===== config.mk =====
export PLATFORM = sky130hd
export DESIGN_NAME = stdp_weight_update
export DESIGN_NICKNAME = d
export VERILOG_FILES = /design/src/rtl/stdp_weight_update.sv
export SDC_FILE = /design/constraint.sdc
export NUM_CORES = 1
export LEC_CHECK = 0
export CAP_MARGIN = 20
export CORE_MARGIN = 2
export CORE_UTILIZATION = 47
export CTS_CLUSTER_DIAMETER = 60
export CTS_CLUSTER_SIZE = 8
export DETAILED_ROUTE_END_ITERATION = 12
export GPL_TIMING_DRIVEN = 0
export MAX_ROUTING_LAYER = met4
export PLACE_DENSITY = 0.71
export SYNTH_ARGS = -nofsm -noshare
export SYNTH_HDL_FRONTEND = slang
export SYNTH_SLANG_ARGS = --single-unit

===== constraint.sdc =====
create_clock -name clk -period 2.2 [get_ports clk]
set_clock_uncertainty 0.15 [all_clocks]
set_input_delay 0.33 -clock clk [delete_from_list [all_inputs] [get_ports clk]]
set_output_delay 0.33 -clock clk [all_outputs]
set_load 0.01 [all_outputs]

===== src/rtl/stdp_weight_update.sv =====
// rtl/stdp_weight_update.sv - pair-based STDP weight store with saturating LTP/LTD and host write
module stdp_weight_update #(
    parameter int NUM_SYN  = 16,
    parameter int WBITS    = 4,
    parameter int WMAX     = 15,
    parameter int WINIT    = 8,
    parameter int WINDOW   = 8,
    parameter int TBITS    = 4,
    parameter int LTP_STEP = 1,
    parameter int LTD_STEP = 1,
    parameter int ABITS    = (NUM_SYN > 1) ? $clog2(NUM_SYN) : 1
) (
    input  logic                            clk,
    input  logic                            rst_n,
    input  logic [NUM_SYN-1:0]              spikes_in,
    input  logic                            post_spike,
    input  logic                            learn_en,
    input  logic                            trace_clr,
    input  logic                            wr_en,
    input  logic [ABITS-1:0]                wr_addr,
    input  logic [WBITS-1:0]                wr_data,
    output logic [NUM_SYN-1:0][WBITS-1:0]   weights,
    output logic [NUM_SYN-1:0]              ltp_mask,
    output logic [NUM_SYN-1:0]              ltd_mask
);

    localparam logic [TBITS-1:0] AGE_EXP = TBITS'(WINDOW);
    localparam logic [WBITS:0]   WMAX_W  = (WBITS+1)'(WMAX);
    localparam logic [WBITS:0]   LTP_W   = (WBITS+1)'(LTP_STEP);
    localparam logic [WBITS:0]   LTD_W   = (WBITS+1)'(LTD_STEP);

    logic [NUM_SYN-1:0][WBITS-1:0] w_q;
    logic [NUM_SYN-1:0][WBITS-1:0] w_next;
    logic [NUM_SYN-1:0][TBITS-1:0] pre_age;
    logic [TBITS-1:0]              post_age;
    logic [NUM_SYN-1:0]            ltp;
    logic [NUM_SYN-1:0]            ltd;
    logic [NUM_SYN-1:0]            wr_sel;
    logic                          post_valid;
    logic [WBITS:0]                wr_ext;
    logic [WBITS-1:0]              wr_val;

    assign post_valid = post_age < AGE_EXP;
    assign wr_ext     = {1'b0, wr_data};
    assign wr_val     = (wr_ext > WMAX_W) ? WMAX_W[WBITS-1:0] : wr_data;

    for (genvar i = 0; i < NUM_SYN; i++) begin : g_syn
        logic           pre_valid;
        logic [WBITS:0] w_ext;
        logic [WBITS:0] inc_w;
        logic [WBITS:0] inc_sat;
        logic [WBITS:0] dec_w;

        assign pre_valid = spikes_in[i] | (pre_age[i] < AGE_EXP);
        // A simultaneous pre+post counts as causal, so post_spike blocks LTD.
        assign ltp[i]    = learn_en & post_spike & pre_valid;
        assign ltd[i]    = learn_en & spikes_in[i] & ~post_spike & post_valid;
        // Out-of-range addresses match no index and are dropped.
        assign wr_sel[i] = wr_en && (int'(wr_addr) == i);

        assign w_ext   = {1'b0, w_q[i]};
        assign inc_w   = w_ext + LTP_W;
        assign inc_sat = (inc_w > WMAX_W) ? WMAX_W : inc_w;
        assign dec_w   = (w_ext < LTD_W) ? '0 : w_ext - LTD_W;

        assign w_next[i] = wr_sel[i] ? wr_val :
                           ltp[i]    ? inc_sat[WBITS-1:0] :
                           ltd[i]    ? dec_w[WBITS-1:0] :
                                       w_q[i];
    end

    always_ff @(posedge clk or negedge rst_n) begin
        if (!rst_n) begin
            for (int i = 0; i < NUM_SYN; i++) begin
                w_q[i]     <= WBITS'(WINIT);
                pre_age[i] <= AGE_EXP;
            end
            post_age <= AGE_EXP;
            ltp_mask <= '0;
            ltd_mask <= '0;
        end else begin
            w_q      <= w_next;
            ltp_mask <= ltp & ~wr_sel;
            ltd_mask <= ltd & ~wr_sel;
            for (int i = 0; i < NUM_SYN; i++) begin
                // A potentiating pair consumes its pre spike so it cannot pair twice.
                if (trace_clr || ltp[i])
                    pre_age[i] <= AGE_EXP;
                else if (spikes_in[i])
                    pre_age[i] <= '0;
                else if (pre_age[i] < AGE_EXP)
                    pre_age[i] <= pre_age[i] + 1'b1;
            end
            if (trace_clr)
                post_age <= AGE_EXP;
            else if (post_spike)
                post_age <= '0;
            else if (post_age < AGE_EXP)
                post_age <= post_age + 1'b1;
        end
    end

    assign weights = w_q;

endmodule


Word level (Yosys, flattened, before mapping)
Index checks and enable logic that the tools add are counted.
{ "totals": {"reg_bits": 164, "latchBits": 0, "ramBits": 0, "rom_bits": 0, "inputBits": 30, "mem_count": 0} }
{ "classes": {"n_addsub": 49, "multipliers": 0, "div": 0, "order_cmp": 50, "n_eq_ne": 15, "n_shift": 0, "muxes": 132, "bitwise": 85, "reduce_logical": 66} }
{ "op_table": {"columns": ["operator", "n"], "rows": [
  ["4-bit 2-to-1 mux", 132],
  ["3-bit nonzero test", 33],
  ["4-bit by 1-bit adder with 5-bit output (second input constant)", 16],
  ["5-bit by 4-bit > comparator with 1-bit output (second input constant)", 16],
  ["4-bit by 1-bit adder with 4-bit output (second input constant)", 17],
  ["4-bit < comparator (second input constant)", 17],
  ["1-bit bitwise AND", 65],
  ["4-bit by 1-bit < comparator with 1-bit output (second input constant)", 16],
  ["4-bit by 1-bit subtractor with 4-bit output (second input constant)", 16],
  ["16-bit bitwise AND", 2],
  ["4-bit == test (second input constant)", 8],
  ["4-bit by 3-bit == test with 1-bit output (second input constant)", 4],
  ["1-bit logical AND", 16],
  ["1-bit logical OR", 16],
  ["16-bit inverter", 1],
  ["1-bit OR", 16],
  ["4-bit by 2-bit == test with 1-bit output (second input constant)", 2],
  ["4-bit by 1-bit == test with 1-bit output (second input constant)", 1],
  ["4-bit > comparator (second input constant)", 1],
  ["4-bit logical NOT", 1],
  ["1-bit inverter", 1]
]} }

Logic depth before layout (Yosys ltp)
{ "logic_depth": {"ltp_word": 6, "ltp_mapped": 8, "depth_no_buf": 7} }

Worst setup path before layout
No wires, ideal clock.
{ "synth_timing": {"path_kind": "reg2reg", "startpoint": "register w_q (netlist bit weights[56])", "endpoint": "register w_q (netlist bit weights[56])", "setup_time_ps": 132, "arrival_ps": 1695, "required_ps": 1918, "slack_ps": 223, "stages_incl_launch_ff": 8, "n_path_buf": 0, "path_cell_list": "dfrtp_1 inv_1 ha_1 inv_1 o311ai_0 a21oi_1 a2111oi_0 nor2_1"} }
{ "synth_via": {"elab_chain_len": 5, "elab_cells_between_ends": 9, "cone_classes": "add/sub (2); order compare (2); mux (5)"} }
{ "synth_lines": {"columns": ["item", "line_no", "source"], "rows": [
  ["start, declared", "32", "logic [NUM_SYN-1:0][WBITS-1:0] w_q;"],
  ["start signal, assigned by index", "75", "w_q[i] <= WBITS'(WINIT);"],
  ["start signal, assigned", "82", "w_q <= w_next;"],
  ["4-bit by 1-bit adder with 5-bit output (tied with other cells)", "62", "assign inc_w = w_ext + LTP_W;"],
  ["5-bit by 4-bit > comparator with 1-bit output or 4-bit 2-to-1 mux (tied branches)", "63, 64", null],
  ["4-bit 2-to-1 mux, on equally long branches", "63, 68", null],
  ["4-bit 2-to-1 mux *", "67", "ltp[i] ? inc_sat[WBITS-1:0] :"],
  ["4-bit 2-to-1 mux *", "66", "assign w_next[i] = wr_sel[i] ? wr_val :"]
]} }
Mark *: on every way between the ends. The rest lies on a longest branch, timed or not. The select of a mux whose other input is x is not followed.
A chain may end at the register's enable or synchronous reset.

Final worst setup path
{ "layout_timing": {"startpoint": "input wr_en", "endpoint": "register w_q (netlist bit weights[0])"} }
{ "layout_via": {"elab_chain_len": 2, "elab_cells_between_ends": 3, "cone_classes": "mux (1); reduce/logical (2)"} }
{ "layout_lines": {"columns": ["item", "line_no", "source"], "rows": [
  ["start, declared", "19", "input logic wr_en,"],
  ["1-bit logical AND *", "59", "assign wr_sel[i] = wr_en && (int'(wr_addr) == i);"],
  ["3-bit nonzero test (no line) or 4-bit 2-to-1 mux (tied branches)", null, null]
]} }
Mark *: on every way between the ends. The rest lies on a longest branch, timed or not.

==> flow_summary.toml <==
[routing]
drtPass1Iterations = 5
drt_wl_total_mm = 31.02
via_per_inst = 6.227
wl_met1_mm = 13.66
top_layer_used = "met4"
drc = 0
met3_length_mm = 2.210
routedWlPerCell_um = 19.04
first_iter_violations = 890
wl_met2_mm = 14.27
vias = 10140
postRouteAntennaNets = 0

[sta]
finalSetupViolations = 0
hold_viol = 0
rsz0062_at_grt = "false"
period_needed_ps = 2131
fin_tns_setup_ps = 0
fin_crit_sh = 0.9685
fmax_mhz = 469.3
relSlewSlack = 0.3756
report.final.slew_viol_count = 0
worst_slew_pin_slew_ps = 936.6

[floorplanning]
core_area_um2 = 21620
initial_core_util = 0.4752
die_w_um = 151.8
die_h_um = 151.8
ios = 126
die-area_um2 = 23060
num_rows = 54

[logic_synthesis]
ys_seq_area_frac = 0.4035
synth_nets = 1271
synth_area_leaders = "dfrtp_1 32%, dfstp_2 8.4%, a21oi_1 6.2%"
syn_area_um2 = 10270
synth-async-reset-ratio = 1.000
netlist_instances = 1192
synth-main-ff-cell = "dfrtp_1"
yosysTopAreaCell = "dfrtp_1"
synthTopCellsByCount = "131 x dfrtp_1, 127 x a21oi_1, 107 x nor2_1"
syn_area_per_cell_um2 = 8.619
synth-seq-cells = 164
synthDistinctLibCells = 77
synth_warnings = 0
synth_edf_count = 0
synth.top_cell.area_share = 0.3191
yosysMostFrequentCell = "dfrtp_1"

[final_layout]
antennaDiodeCount = 0
fill_cells = 1926
post-route-util = 0.5827
syn_to_final_growth_pct = 22.63
layout-drive-gt1-share = 0.09785
nets = 1415

[grt]
antenna_found_initial = 0
grt_util_all_layers = 0.2741
grt_overflow = 0
grt_pass1_vias = 9294
grt_pass1_wl_mm = 49.85
grt_max_degree = 106

[worst_setup_path]
crit_chain = "clkdlybuf4s50_1 > or3b_2 > nor3_4 > mux2_2"
cp_max_fo = 9
critical-path-top-delay-family = "simple AND/OR/NAND/NOR gates"
path_buf_inv = 1
crit_path_max_incr_delay_ps = 640
critPathCaptureType = "flop"
cp.arrival_ps = 2300
worst_path_max_delay_cell = "clkdlybuf4s50_1"
cp.required_ps = 2370
cp-start-kind = "input pin"
criticalPathCategory = "input pin to flop"

[run_status]
outcome = "complete, no violations"

[cts]
cts_root_buf = "clkbuf_16"
cts_tree = "done"
clk_pin_slew_worst_paths_ps = 60
cts.path.max_buffers = 2
htree_levels = 4
clock_sinks = 164
cts_buffers = 17
clock_latency_ps = 440

[power]
vdd_drop_max_mv = 0.6132
power.density_nw_per_um2 = 1028
p_leak_nw = 5.275

[placed_design]
portBuffers = 119
place_congestion = 0.9148
hpwl_mm = 21.47

[hold_path]
hold_class = "input pin to flop"

[run]
max_cap_violations = 0
## registers in the layout (all words and copies together) (netlist names)
signal	flops
ltp_mask	16
pre_age	64
post_age	4
weights	64
ltd_mask	16
## path summary, 6_finish.rpt
kind,cells after the start,startpoint,slack (ps),end
max,4,wr_en,70,weights[0]$_DFFE_PN0P_
min,2,spikes_in[0],70,pre_age[2]$_DFFE_PN0P_
max reg2reg,6,pre_age[39]$_DFFE_PN1P_,120,weights[37]$_DFFE_PN0P_
min reg2reg,2,post_age[2]$_DFFE_PN0P_,420,post_age[2]$_DFFE_PN0P_
max in group asynchronous,3,rst_n,770,weights[35]$_DFFE_PN1P_
min in group asynchronous,2,rst_n,240,weights[4]$_DFFE_PN0P_
## cell usage in the layout, fill, tap and decap left out, types with 6 or more instances in the layout
cell	n
a211o_1	6
a21oi_1	125
a311oi_1	9
a31oi_1	48
and3_1	25
and3b_1	9
buf_2	13
buf_4	10
clkbuf_1	36
clkbuf_16	17
clkdlybuf4s50_1	116
dfrtp_1	131
dfstp_2	33
ha_1	49
inv_1	56
mux2i_1	11
nand2_1	67
nand2b_1	18
nand3_1	38
nand3b_1	10
nor2_1	105
nor2b_1	14
nor3_1	94
nor3b_1	18
nor4b_1	16
o211ai_1	6
o21a_1	9
o21ai_0	78
o21bai_1	10
o22ai_1	10
o31ai_1	18
o32ai_1	6
## layout make-up
class / instances / area [um2] / share of cell area
multi-input combinational: 909 / 5733 / 0.4551
inverter: 56 / 210.2 / 0.01668
buffer: 62 / 306.5 / 0.02433
tap: 280 / 350.3 / 0.02781
sequential: 164 / 4145 / 0.3290
timing repair buffer: 126 / 1272 / 0.1010
clock inverter: 9 / 102.6 / 0.008144
clock buffer: 23 / 478.0 / 0.03794
## metal layers
| layer | global-route usage | vias to the layer above |
|---|---|---|
| met5 | - | - |
| met4 | 0.09880 | 0 |
| met2 | 0.4221 | 451 |
| met1 | 0.3725 | 4894 |
| met3 | 0.03736 | 61 |
| li1 | - | 4737 |
## cells by family after synthesis
family / synth area share
buffers and inverters: 0.04896
XOR/XNOR: 0.001705
multiplexers: 0.01181
flip-flops: 0.4035
AO/OA/AOI/OAI: 0.2436
AND/OR/NAND/NOR: 0.2308
adder cells (fa/ha/maj): 0.05968
## where the power goes
group | leakage [nW] | total [mW] | internal (mW) | switching, mW
logic | 2.93 | 5.27 | 2.60 | 2.67
registers | 2.07 | 4.68 | 3.71 | 0.974
clock network | 0.279 | 3.00 | 1.75 | 1.24
total | 5.28 | 13.0 | 8.06 | 4.89
## per-stage QoR
stage / area, um2 / instances / power, mW / setup slack (ps) / hold slack (ps)
after floorplan: 10270 / 1192 / 7.717 / 222.9 / -115.6
after global placement: 11820 / 1591 / 9.702 / -6260 / 396.5
after detailed placement: 11850 / 1592 / 9.824 / -933.2 / 141.2
after CTS: 12500 / 1630 / 12.86 / 13.35 / 58.37
after global routing: 12600 / 1629 / 13.76 / 10.48 / 95.67
final: 12600 / 1629 / 12.95 / 69.35 / 72.93
## what timing repair did
action,CTS,global route
pin swaps,2,0
resized for setup,11,26
endpoints found under the hold margin,47,0
hold buffers,1,0
setup endpoints to repair,77,30
buffers inserted,5,0
Power figures use the tool's default switching activity.
